File: src/rtl/wptr_full_level.sv
// Write-domain pointer/status for the dual-clock FIFO: Gray write pointer, binary
// address, registered fill level, programmable almost-full and sticky overflow.
module wptr_full_level #(
    parameter int ADDRSIZE = 4
) (
    input  logic                wclk,
    input  logic                wrst_n,
    input  logic                winc,
    input  logic [ADDRSIZE:0]   wq2_rptr,
    input  logic [ADDRSIZE:0]   awfull_thresh,
    input  logic                wovf_clr,
    output logic                wfull,
    output logic                awfull,
    output logic                woverflow,
    output logic [ADDRSIZE:0]   wlevel,
    output logic [ADDRSIZE-1:0] waddr,
    output logic [ADDRSIZE:0]   wptr
);

    localparam logic [ADDRSIZE:0] DEPTH = (ADDRSIZE+1)'(1 << ADDRSIZE);

    logic [ADDRSIZE:0] wbin, wbinnext, wgraynext, rbin_s, level_next, free_next;
    logic              wacc;

    // Each binary bit is the XOR of all Gray bits at or above it.
    for (genvar i = 0; i <= ADDRSIZE; i++) begin : g_g2b
        assign rbin_s[i] = ^(wq2_rptr >> i);
    end

    assign wacc       = winc & ~wfull;
    assign wbinnext   = wbin + {{ADDRSIZE{1'b0}}, wacc};
    assign wgraynext  = (wbinnext >> 1) ^ wbinnext;
    assign level_next = wbinnext - rbin_s;
    assign free_next  = DEPTH - level_next;
    assign waddr      = wbin[ADDRSIZE-1:0];

    always_ff @(posedge wclk or negedge wrst_n) begin
        if (!wrst_n) begin
            wbin      <= '0;
            wptr      <= '0;
            wlevel    <= '0;
            wfull     <= 1'b0;
            awfull    <= 1'b0;
            woverflow <= 1'b0;
        end else begin
            wbin      <= wbinnext;
            wptr      <= wgraynext;
            wlevel    <= level_next;
            wfull     <= (level_next == DEPTH);
            awfull    <= (free_next <= awfull_thresh);
            // A new overflow event takes priority over a same-cycle clear.
            woverflow <= (winc & wfull) | (woverflow & ~wovf_clr);
        end
    end

endmodule

File: config.mk
export PLATFORM = sky130hd
export DESIGN_NAME = wptr_full_level
export DESIGN_NICKNAME = d
export VERILOG_FILES = /design/src/rtl/wptr_full_level.sv
export SDC_FILE = /design/constraint.sdc
export NUM_CORES = 1
export LEC_CHECK = 0
export ABC_CLOCK_PERIOD_IN_PS = 4300
export BUFFER_PORTS_ARGS = -buffer_cell sky130_fd_sc_hd__buf_2
export CAP_MARGIN = 30
export CORE_MARGIN = 2
export CORE_UTILIZATION = 50
export DETAILED_ROUTE_END_ITERATION = 7
export PLACE_DENSITY_LB_ADDON = 0.3
export SETUP_SLACK_MARGIN = 0.4
export SYNTH_ARGS = -nofsm -noshare
export SYNTH_HDL_FRONTEND = slang
export SYNTH_SLANG_ARGS = --single-unit
File: constraint.sdc
create_clock -name wclk -period 4.3 [get_ports wclk]
set_clock_uncertainty 0.2 [all_clocks]
set_input_delay 0 -clock wclk [delete_from_list [all_inputs] [get_ports wclk]]
set_output_delay 0 -clock wclk [all_outputs]
set_load 0.03 [all_outputs]
# Word-level counts from Yosys, hierarchy flattened
# Cells that the tools add are included.
# op_classes
n_mux	0
n_mul	0
div	0
shifts	0
n_eq_ne	1
order_cmp	1
addsub	3
bitwise	7
reduce_logical	5
# op_table
cell	n
5-bit XOR reduction	5
5-bit by 1-bit adder with 5-bit output	1
5-bit == test, second input constant	1
5-bit <= comparator	1
5-bit subtractor	1
5-bit subtractor, first input constant	1
4-bit by 5-bit bitwise XOR with 5-bit output	1
1-bit AND	3
1-bit inverter	2
1-bit bitwise OR	1
# totals
mem_count	0
latchBits	0
out_inout_bits	17
rom_bits	0
mem_bits_rw	0
elab_cells	23
ff_bits	18

# Longest topological paths before layout
# logic_depth
depth_word	6
ltp_mapped	15

# Worst setup path before layout
# OpenSTA, ideal clock, no wires.
# synth_timing
path_kind	reg-to-reg
startpoint	register wfull
endpoint	register awfull
path_stages_with_launch	16
setup_ns	0.082
path_buffers	0
synth_period_minus_slack_ns	3.439
slack_ns	0.861
arrival_ns	3.157
required_time_ns	4.018
path_cell_list	dfrtp_1 nor2b_1 ha_1 ha_1 xor2_1 xnor2_2 inv_2 ha_1 mux2i_2 xor2_2 xnor2_1 ha_1 o21a_1 o21a_1 o21a_1 o22ai_1
# synth_via
elab_chain_cells	6
# synth_rtl
item	line	source
start, declared	12	output logic wfull,
start signal, assigned	49	wfull <= (level_next == DEPTH);
1-bit inverter	30	assign wacc = winc & ~wfull;
1-bit AND	30	
5-bit by 1-bit adder with 5-bit output	31	assign wbinnext = wbin + {{ADDRSIZE{1'b0}}, wacc};
5-bit subtractor	33	assign level_next = wbinnext - rbin_s;
named net level_next[2]	22	logic [ADDRSIZE:0] wbin, wbinnext, wgraynext, rbin_s, level_next, free_next;
5-bit subtractor	34	assign free_next = DEPTH - level_next;
5-bit <= comparator	50	awfull <= (free_next <= awfull_thresh);
end signal, assigned	50	
end, declared	13	output logic awfull,
# The timed path passes the listed nets, and every way through them passes these cells.

# Worst setup path in the final report
# Same ends and word-level chain as after synthesis.

==> metrics.csv <==
stage;metric;value;unit
finish;fillers;162;
yosys;syn_area;0.00107;mm2
critical_path;r2r_end;awfull;
finish;final_cell_area;0.00134;mm2
yosys;ys.flop_type;dfrtp_1;
sta;setup_viol;0;
yosys;synth.avg_cell_area;11.5;um2
drt;viasPerCell;4.90;
yosys;ys_types;28;
finish;area.growth.synth_to_final;25.2;%
finish;layout.nets;161;
yosys;postSynthCellCount;93;
drt;wl_met3;101;um
sta;drv_slew;0;
cts;cts-root-buf;clkbuf_4;
yosys;synth-xor-area-share;0.198;
critical_path;endpoint;awfull;
critical_path;reg2reg_depth;15;
grt;grt_max_degree;18;
drt;routed-wl-met2;992;um
drt;drt_wl_total;1.97;mm
place;postPlaceCellArea;0.00126;mm2
grt;grt_pass1_vias;794;
yosys;synthSimpleGateAreaFrac;0.0699;
sta;post-route-min-period;3560;ps
job;max-cap-violations;0;
finish;diodes;0;
floorplan;die_h;50.3;um
cts;cts_setup_buffers;0;
critical_path;critPathRequiredTime;4290;ps
cts;clock_latency;270;ps
drt;vias;784;
sta;final.period_utilization;0.828;
yosys;ys_seq_area_frac;0.396;
sta;hold_violations;0;
sta;setup-tns-final;0;ps
yosys;netlist_top_cells_area;dfrtp_1, ha_1, xor2_1, xnor2_1, inv_1;
floorplan;die-area;0.00253;mm2
cts;cts_buffers;3;
floorplan;rows;16;
floorplan;start_util;0.536;
hold_path;holdCritPathClass;in2reg;
grt;grt_pass1_wl;3.30;mm
yosys;synth_edf_count;0;
finish;drive_above_1_share;0.331;
critical_path;start_kind;register;
place;port_buffers;30;
place;dp_hpwl;1.55;mm
cts;cts_buffer_depth;2;
grt;track_usage;0.176;
yosys;yosysMostFrequentCell;dfrtp_1;
critical_path;crit_start;wfull;
yosys;yosys.area.top_type_share;0.396;
drt;initialDrtViolationCount;9;
cts;clock_sinks;17;
yosys;async_reset_ff_frac;1.00;
cts;h-tree-depth;1;
floorplan;die_x;50.3;um
yosys;syn-num-nets;120;
yosys;synth_compound_area_frac;0.100;
drt;drcViolationCount;0;
sta;worst_pin_slew;715;ps
floorplan;io_pins;31;
grt;grt-ovfl-total;0;
drt;wl_met1;850;um
critical_path;worst-endpoint-arrival;3550;ps
drt;antenna_left;0;
critical_path;worstPathMaxFanout;3;
finish;finish.utilization;0.671;
yosys;synth_seq_cells;17;
critical_path;r2r_slack;740;ps
yosys;yosysTopAreaCell;dfrtp_1;
yosys;netlist_top_cells_count;dfrtp_1, ha_1, inv_1;
critical_path;crit_type;reg2reg;
drt;dr.pass1.iters;4;
yosys;yosys_warnings;0;
sta;maxSlewHeadroom;0.522;
cts;post_cts_resized;0;
drt;dr.max_layer_used;met4;
cts;ctsHoldBuffers;6;
yosys;synth-adder-area-share;0.152;
yosys;synth_top_family_by_area;XOR/XNOR gates;
yosys;synth_mux_area_frac;0.0315;
cts;cts_tree;done;
critical_path;reg2reg_from;wfull;
drt;detail_route.wl_per_cell;12.3;um
sta;fmax;281;MHz
run_status;status;complete, no violations;
cts;path_clk_slew;80;ps
floorplan;core_area;0.00200;mm2
place;place.gp.congestion;0.780;
sta;rsz0062_at_grt;no;
critical_path;cp-end-kind;register;
grt;antenna_found_initial;0;
[cells by family (layout without fill, tap and decap cells)]
family          after synthesis  after routing
simple gates                 13             13
buf+inv                      14             54
flops                        17             17
mux                           3              3
fa+ha+maj                    13             13
xor+xnor                     20             20
compound gates               13             13
[flip-flops by register name (all words and copies together), names as in the netlist]
name	flops
wbin	5
awfull	1
wptr	4
wfull	1
woverflow	1
wlevel	5
[worst max-delay path, stage by stage (launching register included)]
cell and delay [ps]:
dfrtp_1 390, nor2b_1 170, ha_1 180, ha_1 280, xor2_1 270, xnor2_2 160, inv_2 70, ha_1 230
mux2i_2 310, xor2_2 250, xnor2_1 150, ha_1 260, o21a_1 110, o21a_1 160, o21a_1 160, o22ai_1 130
[cells in the final DEF (no fill, tap or decap), drive strengths merged, types with 3 or more instances in the layout]
cell type | Yosys | layout
dlygate4sd3 | 0 | 6
mux2i | 3 | 3
xor2 | 11 | 11
inv | 13 | 13
clkbuf | 1 | 4
nand3 | 4 | 4
dfrtp | 17 | 17
buf | 0 | 31
o21a | 4 | 4
xnor2 | 8 | 8
ha | 13 | 13
[worst min-delay path by stage]
stage	endpoint	slack, ps	startpoint	cells after the start
floorplan	awfull	-500	wrst_n	0
global placement	woverflow	-270	wrst_n	1
detailed placement	wlevel[4]	-270	wrst_n	1
CTS	wbin[0]	30	winc	3
global route	awfull	60	awfull_thresh[3]	5
finish	awfull	30	awfull_thresh[0]	4
[through the flow]
stage / setup WS, ps / instances / hold WS (ps)
after floorplan: 861 / 93 / -496
after global placement: 862 / 150 / -272
after detailed placement: 746 / 150 / -270
after CTS: 719 / 160 / 29.3
after global routing: 486 / 160 / 58.9
final: 738 / 160 / 26.5
[layout make-up]
class | count | area [um2] | share of cell area
sequential | 17 | 425 | 0.317
multi-input combinational | 62 | 592 | 0.440
tap | 27 | 33.8 | 0.0251
timing repair buffer | 37 | 218 | 0.162
inverter | 13 | 48.8 | 0.0363
clock buffer | 4 | 26.3 | 0.0196
[per-layer routing]
| metal | vias to the layer above | GRT usage |
|---|---|---|
| met5 | - | 0 |
| met4 | 0 | 0.0856 |
| met3 | 2 | 0.0119 |
| met2 | 28 | 0.331 |
| met1 | 363 | 0.199 |
| li1 | 391 | - |
Power is left out: the tool's default activity adds up to more than one toggle a clock period on the data nets, which glitch-free logic cannot reach.
